`config.mk`:
```
export PLATFORM = sky130hd
export DESIGN_NAME = servo_pwm_capture
export DESIGN_NICKNAME = d
export VERILOG_FILES = /design/src/rtl/servo_pwm_capture.sv
export SDC_FILE = /design/constraint.sdc
export NUM_CORES = 1
export LEC_CHECK = 0
export ABC_AREA = 0
export BUFFER_PORTS_ARGS = -buffer_cell sky130_fd_sc_hd__clkbuf_2
export CAP_MARGIN = 0
export CORE_MARGIN = 2
export CORE_UTILIZATION = 59
export DETAILED_ROUTE_END_ITERATION = 16
export GPL_ROUTABILITY_DRIVEN = 1
export PLACE_DENSITY = 0.79
export SYNTH_ARGS = -nofsm -noshare
export SYNTH_HDL_FRONTEND = slang
export SYNTH_SLANG_ARGS = --single-unit
```
`constraint.sdc`:
```
create_clock -name clk -period 4.31 [get_ports clk]
set_input_delay 0.431 -clock clk [delete_from_list [all_inputs] [get_ports clk]]
set_output_delay 0.431 -clock clk [all_outputs]
set_load 0.01 [all_outputs]
```
`src/rtl/servo_pwm_capture.sv`:
```
// -----------------------------------------------------------------------------
// servo_pwm_capture
//
// Measures a hobby-servo PWM input. It reports the high time and the
// rise-to-rise period in microseconds. A frame is the interval between two
// rises. It is checked against width and period limits when its closing rise
// arrives. If no frame completes within TIMEOUT_US of the last rise, the input
// is flagged as lost.
//
// Ports
//   clk          system clock (CLK_HZ)
//   rst_n        asynchronous active-low reset
//   pwm_in       asynchronous PWM input pin
//   width_us     last accepted high time, microseconds
//   period_us    last accepted rise-to-rise period, microseconds
//   width_valid  one-cycle strobe when width_us/period_us update
//   glitch_err   one-cycle strobe when a completed frame is rejected
//   signal_lost  level; set on timeout, cleared by the next accepted frame
// -----------------------------------------------------------------------------
module servo_pwm_capture #(
    parameter int unsigned CLK_HZ        = 50_000_000,
    parameter int unsigned MIN_US        = 500,
    parameter int unsigned MAX_US        = 2500,
    parameter int unsigned PERIOD_MIN_US = 3000,
    parameter int unsigned PERIOD_MAX_US = 25000,
    parameter int unsigned TIMEOUT_US    = 30000
) (
    input  logic        clk,
    input  logic        rst_n,
    input  logic        pwm_in,
    output logic [15:0] width_us,
    output logic [15:0] period_us,
    output logic        width_valid,
    output logic        glitch_err,
    output logic        signal_lost
);

    localparam int unsigned DIV   = CLK_HZ / 1_000_000;
    localparam int unsigned PRE_W = (DIV > 1) ? $clog2(DIV) : 1;

    localparam logic [PRE_W-1:0] PRE_LAST  = PRE_W'(DIV - 1);
    localparam logic [15:0]      MIN_C     = 16'(MIN_US);
    localparam logic [15:0]      MAX_C     = 16'(MAX_US);
    localparam logic [15:0]      PMIN_C    = 16'(PERIOD_MIN_US);
    localparam logic [15:0]      PMAX_C    = 16'(PERIOD_MAX_US);
    localparam logic [15:0]      TIMEOUT_C = 16'(TIMEOUT_US);

    typedef enum logic [1:0] {
        WAIT_RISE,
        HIGH,
        LOW
    } state_t;

    // Synchronizer and edge-detect delay flop
    logic sync1_q, sync1_d;
    logic sync2_q, sync2_d;
    logic prev_q,  prev_d;

    // Control and timebase
    state_t           state_q, state_d;
    logic [PRE_W-1:0] pre_q, pre_d;
    logic [15:0]      elapsed_q, elapsed_d;
    logic [15:0]      high_q, high_d;

    // Registered outputs
    logic [15:0] width_q, width_d;
    logic [15:0] period_q, period_d;
    logic        width_valid_q, width_valid_d;
    logic        glitch_err_q, glitch_err_d;
    logic        signal_lost_q, signal_lost_d;

    logic             rise;
    logic             fall;
    logic             tick;
    logic [PRE_W-1:0] pre_inc;
    logic [15:0]      elapsed_inc;

    function automatic logic frame_ok(input logic [15:0] hi, input logic [15:0] per);
        return (hi >= MIN_C) && (hi <= MAX_C) && (per >= PMIN_C) && (per <= PMAX_C);
    endfunction

    assign rise = sync2_q & ~prev_q;
    assign fall = ~sync2_q & prev_q;
    assign tick = (pre_q == PRE_LAST);

    // The timebase is cleared on the rise cycle, so the registered count lags
    // the number of elapsed clocks by one. Sampling the incremented value makes
    // an interval of n clocks between detected edges read as floor(n/DIV).
    assign pre_inc     = tick ? '0 : pre_q + PRE_W'(1);
    assign elapsed_inc = elapsed_q + {15'd0, tick};

    always_comb begin
        sync1_d       = pwm_in;
        sync2_d       = sync1_q;
        prev_d        = sync2_q;
        state_d       = state_q;
        pre_d         = pre_q;
        elapsed_d     = elapsed_q;
        high_d        = high_q;
        width_d       = width_q;
        period_d      = period_q;
        width_valid_d = 1'b0;
        glitch_err_d  = 1'b0;
        signal_lost_d = signal_lost_q;

        case (state_q)
            WAIT_RISE: begin
                // Timebase frozen here; the first rise only arms the block.
                if (rise) begin
                    state_d   = HIGH;
                    pre_d     = '0;
                    elapsed_d = '0;
                end
            end

            HIGH: begin
                pre_d     = pre_inc;
                elapsed_d = elapsed_inc;
                if (elapsed_inc == TIMEOUT_C) begin
                    signal_lost_d = 1'b1;
                    state_d       = WAIT_RISE;
                end else if (fall) begin
                    high_d  = elapsed_inc;
                    state_d = LOW;
                end
            end

            LOW: begin
                pre_d     = pre_inc;
                elapsed_d = elapsed_inc;
                if (elapsed_inc == TIMEOUT_C) begin
                    signal_lost_d = 1'b1;
                    state_d       = WAIT_RISE;
                end else if (rise) begin
                    // Closing rise of this frame is also the opening rise of
                    // the next one.
                    if (frame_ok(high_q, elapsed_inc)) begin
                        width_d       = high_q;
                        period_d      = elapsed_inc;
                        width_valid_d = 1'b1;
                        signal_lost_d = 1'b0;
                    end else begin
                        glitch_err_d = 1'b1;
                    end
                    pre_d     = '0;
                    elapsed_d = '0;
                    state_d   = HIGH;
                end
            end

            default: begin
                state_d = WAIT_RISE;
            end
        endcase
    end

    // Synchronizer flops reset high so a pin already high at reset release
    // is not mistaken for a rise.
    always_ff @(posedge clk or negedge rst_n) begin
        if (!rst_n) begin
            sync1_q       <= 1'b1;
            sync2_q       <= 1'b1;
            prev_q        <= 1'b1;
            state_q       <= WAIT_RISE;
            pre_q         <= '0;
            elapsed_q     <= '0;
            high_q        <= '0;
            width_q       <= '0;
            period_q      <= '0;
            width_valid_q <= 1'b0;
            glitch_err_q  <= 1'b0;
            signal_lost_q <= 1'b1;
        end else begin
            sync1_q       <= sync1_d;
            sync2_q       <= sync2_d;
            prev_q        <= prev_d;
            state_q       <= state_d;
            pre_q         <= pre_d;
            elapsed_q     <= elapsed_d;
            high_q        <= high_d;
            width_q       <= width_d;
            period_q      <= period_d;
            width_valid_q <= width_valid_d;
            glitch_err_q  <= glitch_err_d;
            signal_lost_q <= signal_lost_d;
        end
    end

    assign width_us    = width_q;
    assign period_us   = period_q;
    assign width_valid = width_valid_q;
    assign glitch_err  = glitch_err_q;
    assign signal_lost = signal_lost_q;

endmodule

```
; Word-level counts from Yosys, hierarchy flattened
; Cells that the tools add are included.
[classes]
eq_ne = 9
n_lt_le_gt_ge = 4
reduce_logical = 10
shifts = 0
n_bitwise = 5
muxes = 27
addsub = 2
multipliers = 0
div_mod_pow = 0
[ops]
columns = op, n
row1 = 16-bit 2-to-1 mux, 3
row2 = 16-bit one-hot mux with 3 select lines, 1
row3 = 6-bit 2-to-1 mux, 4
row4 = 6-bit one-hot mux with 3 select lines, 1
row5 = 16-bit by 1-bit adder with 16-bit output, 1
row6 = "16-bit by 15-bit == test with 1-bit output, second input constant", 1
row7 = "16-bit by 12-bit >= comparator with 1-bit output, second input constant", 1
row8 = "16-bit by 9-bit >= comparator with 1-bit output, second input constant", 1
row9 = "16-bit by 12-bit less-or-equal comparator with 1-bit output, second input constant", 1
row10 = "16-bit by 15-bit less-or-equal comparator with 1-bit output, second input constant", 1
row11 = 1-bit 2-to-1 mux, 12
row12 = "3-bit != test, second input constant", 3
row13 = 2-bit 2-to-1 mux, 4
row14 = 4-bit AND reduction, 2
row15 = "6-bit by 1-bit adder with 6-bit output, second input constant", 1
row16 = "6-bit == test, second input constant", 1
row17 = 2-bit one-hot mux with 3 select lines, 1
row18 = "2-bit != test, second input constant", 2
row19 = 1-bit logical AND, 3
row20 = 1-bit inverter, 3
row21 = 3-bit AND reduction, 1
row22 = 3-bit nonzero test, 1
row23 = 1-bit AND, 2
row24 = "2-bit by 1-bit == test with 1-bit output, second input constant", 1
row25 = other kinds (5), 5
[totals]
out_inout_bits = 35
ff_bits = 78
ram_bits = 0
in_bits = 3
mem_count = 0
mem_bits_ro = 0
latchBits = 0

; Longest topological paths before layout
[depth]
depth_word = 9
depth_mapped = 17
ltp_nobuf = 14

; Worst setup path after synthesis
; OpenSTA, ideal clock, no wires.
[synth_path]
path_kind = reg-to-reg
from = reg pre_q[1]
to = reg period_q[0] (netlist: period_us[0])
setup_time_ps = 125
stages_incl_launch_ff = 17
t_arrival_ps = 3540
synth_period_minus_slack_ps = 3665
slack_ps = 645
cell_sequence = dfrtp_1 > inv_1 > ha_1 > nand3_1 > nor3_1 > ha_1 > ha_1 > nand4_4 > or3_4 > mux2i_1 > o211a_1 > nand4_1 > a21boi_1 > or4_1 > buf_2 > buf_6 > mux2_4
[synth_between]
elab_chain_len = 6
elab_cells_between_ends = 9
[synth_lines]
columns = element, line_no
row1 = from (decl), 61  ; logic [PRE_W-1:0] pre_q, pre_d;
row2 = from (signal assigned), 178  ; pre_q <= pre_d;
row3 = 6-bit == test *, 84  ; assign tick = (pre_q == PRE_LAST);
row4 = 16-bit by 1-bit adder with 16-bit output *, 90  ; assign elapsed_inc = elapsed_q + {15'd0, tick};
row5 = 16-bit by 12-bit >= comparator with 1-bit output, 79  ; return (hi >= MIN_C) && (hi <= MAX_C) && (per >= PMIN_C) && (per <= PMAX_C);
row6 = 1-bit logical AND (2 in series), 79
row7 = 4-bit AND reduction (no source line), --
row8 = to (signal assigned), 182  ; period_q <= period_d;
row9 = to (decl), 67  ; logic [15:0] period_q, period_d;
; Mark *: on every way between the ends. The rest lies on a longest branch, timed or not.
; A chain may end at the register's enable or synchronous reset.

; Worst setup path after layout
[layout_path]
from = reg pre_q[1]
to = reg width_q[8] (netlist: width_us[8])
[layout_between]
elab_chain_len = 6
elab_cells_between_ends = 9
[layout_lines]
columns = element, line_no
row1 = 6-bit == test *, 84
row2 = 16-bit by 1-bit adder with 16-bit output *, 90
row3 = 16-bit by 12-bit >= comparator with 1-bit output, 79
row4 = 1-bit logical AND (2 in series), 79
row5 = 4-bit AND reduction (no source line) *, --
row6 = to (signal assigned), 181  ; width_q <= width_d;
row7 = to (decl), 66  ; logic [15:0] width_q, width_d;
; Marked as above.

==> results.md <==
- The number of nets handed over by synthesis was 399.
- In this run, CTS created clock tree buffers numbering 9.
- The maximum fanout encountered on the critical timing path is 32.
- The root buffer cell is clkbuf_8.
- The biggest area contributor in the post-synthesis netlist is dfrtp_1.
- The H-tree depth reported by CTS is 3.
- The final antenna-violating net count is 0.
- The net switching component of the power is 0.489 mW.
- The actual slew at the worst max-slew pin is 945 ps.
- The largest vdd supply drop is 364 uV.
- After synthesis the cells add up to 4090 um^2.
- The share of total power dissipated in combinational logic is 0.162.
- The flop and latch count out of synthesis is 78.
- The worst setup path is launched from a flop.
- Registers take 1960 um^2.
- After layout, the worst setup slack is 233 ps.
- After synthesis, the mean cell area works out to 10.6 um^2.
- In the routed design, unresolved DRC markers number 0.
- The total area inside the core boundary comes to 6760 um^2.
- The cell count after synthesis came out at 387.
- The maximum root-to-sink buffer count is 2.
- Across all layers, the routed design uses 2994 vias.
- The antenna cell count is 0.
- In this run the static leakage power is 2.26 nW.
- The initial antenna violation count is 0.
- The horizontal extent of the die is 87.3 um.
- The count of cell types in the netlist is 62.
- The run finished with clean final reports.
- The number of flops mapped to enable cells by yosys is 0.
- At the end of routability-driven placement, the weighted congestion stood at 0.918.
- In the global route stage, overall resource usage came out at 0.237.
- After clock tree synthesis, the clock-pin slew on the worst setup and hold paths is 80 ps.
- The final number of hold-violating endpoints is 0.
- The count of filler cells inserted in the layout is 497.
- The power density over cell area is 358 nW/um^2.
- The minimum clock period after layout is 4080 ps.
- Counting every sink on the clock net gives 78.
- STA puts the critical path data required time at 4540 ps.
- Compared with the post-synthesis result, the final layout area differs by 11.7%.
- For this run, asynchronously set or reset flops after synthesis account for 1.00.
- The share of total power dissipated in the clock network is 0.374.
- For this run, the number of Yosys warnings is 0.
- The number of pins with negative max-slew slack in the final report was 0.
- The clock reaches the later pin of the worst-skew pair after 350 ps.
- The switching share of power is 0.299.
- Between clock sinks in the finished design, the worst skew comes to 8.40 ps.
- The count of TritonRoute iterations in the first routing pass is 5.
- The portion of synthesized cell area occupied by the leading cell type is 0.452.
- The count of placed standard cells including taps is 492.
- After detailed routing, the number of vias per cell comes to 5.88.
- Cell internal power was estimated by the tool at 1.15 mW.
- The final wirelength is 8.38 mm.
- The hold buffer count at cts is 0.
- The count of maximum capacitance violations is 0.
- The worst pin sits at a relative slew slack of 0.370.
- In the final layout, the share of cells above drive strength 1 is 0.247.
- The first routing iteration left 174 violations.
- The initial core utilization is 0.606.
- Input and output buffers added on the ports amount to 37.
- The maximum number of pins on one net before global-route repair is 79.
- The data arrival time of the critical path is 4310 ps.
- In the final routed layout, each cell accounts on average for 16.5 um.
- In the post-synthesis netlist, the biggest area contributors are dfrtp_1 (45%), mux2_4 (7.3%), nand2_1 (3.5%).
- The remaining global-route overflow is 0.
- In the final layout, the multi-input gates occupy 1960 um^2.
- TritonCTS built the clock tree.
- 38 I/O pins were placed.
- Prior to clock tree synthesis, the placed netlist has a worst setup slack of 34.5 ps.
- The type of destination of the critical path is a flop.
- Derived from the worst setup path, the maximum achievable clock frequency is 245 MHz.
- The die covers 7620 um^2.
- From bottom edge to top edge, the die measures 87.3 um.
- The total power after layout is 1.64 mW.
- The first global-routing pass estimated 14.1 mm of wire.
- The kind of path behind the tightest hold check is in2reg.
- For this run, the post-layout net count is 436.
- The number of global-route vias before repair came to 2926.
- Setup violations remaining at the end of the flow were counted as 0.
- The share of the yosys chip area belonging to registers is 0.478.
- The classification of the worst setup path is reg2reg.
- Of the total power, registers draw 0.465.
- In the finished design, the share of the clock period the worst path needs comes to 0.946.
- Hold timing on the final database bottoms out at a slack of 159 ps.
- The setup TNS after final layout is 0 ps.
- For this run, the leading register cell type out of synthesis is dfrtp_1.
- After the flow finishes, the layout carries non-filler instances totaling 509.
- The number of placement rows is 30.
- The HPWL after detailed placement is 6.02 mm.
sequential cells by signal, summed over array words and instances, names as in the netlist:
signal	flops
prev_d	1
width_us	16
sync1_q	1
elapsed_q	16
prev_q	1
signal_lost	1
period_us	16
width_valid	1
glitch_err	1
high_q	16
state_q	2
pre_q	6
metal layers:
layer  routed length (um)  GRT usage  vias up
met4                  174     0.0895        0
met5                    0          0        -
li1                     -          -     1451
met3                  355     0.0322       15
met1                 3920      0.325     1455
met2                 3940      0.382       73
cell type report:
cell class              count  area share
inverters                  23      0.0189
clock inverters             6      0.0205
clock buffers              10      0.0279
well taps                  80      0.0219
multi-input cells         267       0.428
flip-flops and latches     78       0.428
repair buffers             45      0.0550
cells by family after synthesis:
| logic type | after synthesis | share of synthesized area |
|---|---|---|
| multiplexers | 33 | 0.107 |
| adder cells (fa/ha/maj) | 9 | 0.0275 |
| AND/OR/NAND/NOR | 130 | 0.178 |
| AO/OA/AOI/OAI | 78 | 0.125 |
| buffers and inverters | 42 | 0.0459 |
| XOR/XNOR | 17 | 0.0382 |
| flip-flops | 78 | 0.478 |
cell usage in the layout, fill, tap and decap left out, types with 6 or more instances in the layout:
master,count
ha_1,8
buf_4,8
o21ai_0,21
nand3_1,18
o31ai_1,6
clkbuf_2,36
xnor2_1,11
a21oi_1,6
inv_1,23
o211ai_1,8
mux2i_1,6
o21ai_1,8
clkbuf_8,9
nor3_1,7
nand2_1,38
dfrtp_1,74
nor2_1,23
and2_1,7
mux2_4,20
power by group through the flow:
| stage | clock network, mW | logic [mW] | registers [mW] |
|---|---|---|---|
| 6_report | 0.612 | 0.265 | 0.761 |
| 5_1_grt | 0.653 | 0.294 | 0.763 |
| 4_1_cts | 0.622 | 0.263 | 0.761 |
| 3_5_place_dp | 0 | 0.263 | 0.776 |
| 3_3_place_gp | 0 | 0.258 | 0.774 |
| 2_1_floorplan | 0 | 0.180 | 0.773 |
timing repair:
item / 4_1_cts / 5_1_grt
setup endpoints to repair: 0 / 34
resized for setup: 0 / 3
buffers inserted: 0 / 1
worst paths after layout:
check,from,end,slack (ps),depth (start not counted)
max in group asynchronous,rst_n,high_q[10]$_DFFE_PN0P_,3480,1
min in group asynchronous,rst_n,width_us[0]$_DFFE_PN0P_,230,1
max reg2reg,pre_q[1]$_DFFE_PN0P_,width_us[8]$_DFFE_PN0P_,230,15
min,pwm_in,sync1_q$_DFF_PN1_,160,1
min reg2reg,sync1_q$_DFF_PN1_,prev_d$_DFF_PN1_,360,0
max,pre_q[1]$_DFFE_PN0P_,width_us[8]$_DFFE_PN0P_,230,15
cells in the mapped netlist, types with 2 or more instances:
cell type	count
nand4_2	3
mux2i_1	6
nor3_1	8
or2_2	3
a21oi_1	6
or4_1	2
nor2_1	23
a21boi_1	2
dfstp_2	4
clkbuf_1	7
buf_2	8
o22ai_1	4
nor2b_1	5
and3_1	3
nand2_1	38
xnor2_1	11
mux2_2	4
mux2_1	3
o31ai_1	6
a21o_1	3
buf_6	2
inv_1	23
nor4_1	2
and2_1	7
o211ai_1	8
o221ai_1	5
nand4_1	4
ha_1	9
o21ai_1	8
a22o_1	2
o2111ai_1	3
xor2_1	5
mux2_4	20
o21ai_0	21
a31oi_1	2
dfrtp_1	74
nand3_1	18
stage by stage:
stage,utilization,cell area [um^2]
after floorplan,-,4090
after global placement,0.641,4330
after detailed placement,0.641,4330
after CTS,0.674,4550
after global routing,0.677,4570
final,0.677,4570
critical path: stages (launching register included):
cell      delay (ps)
dfrtp_1          410
inv_1             80
ha_1             130
nand3_1           80
nor3_2           180
ha_2             270
ha_1             220
nand4_4          150
or3_4            420
mux2i_1          230
o211a_1          210
nand4_1           90
a21boi_1         170
or4_2            680
buf_6            250
mux2_1           360
No activity file was read; power rests on OpenSTA's default activity.
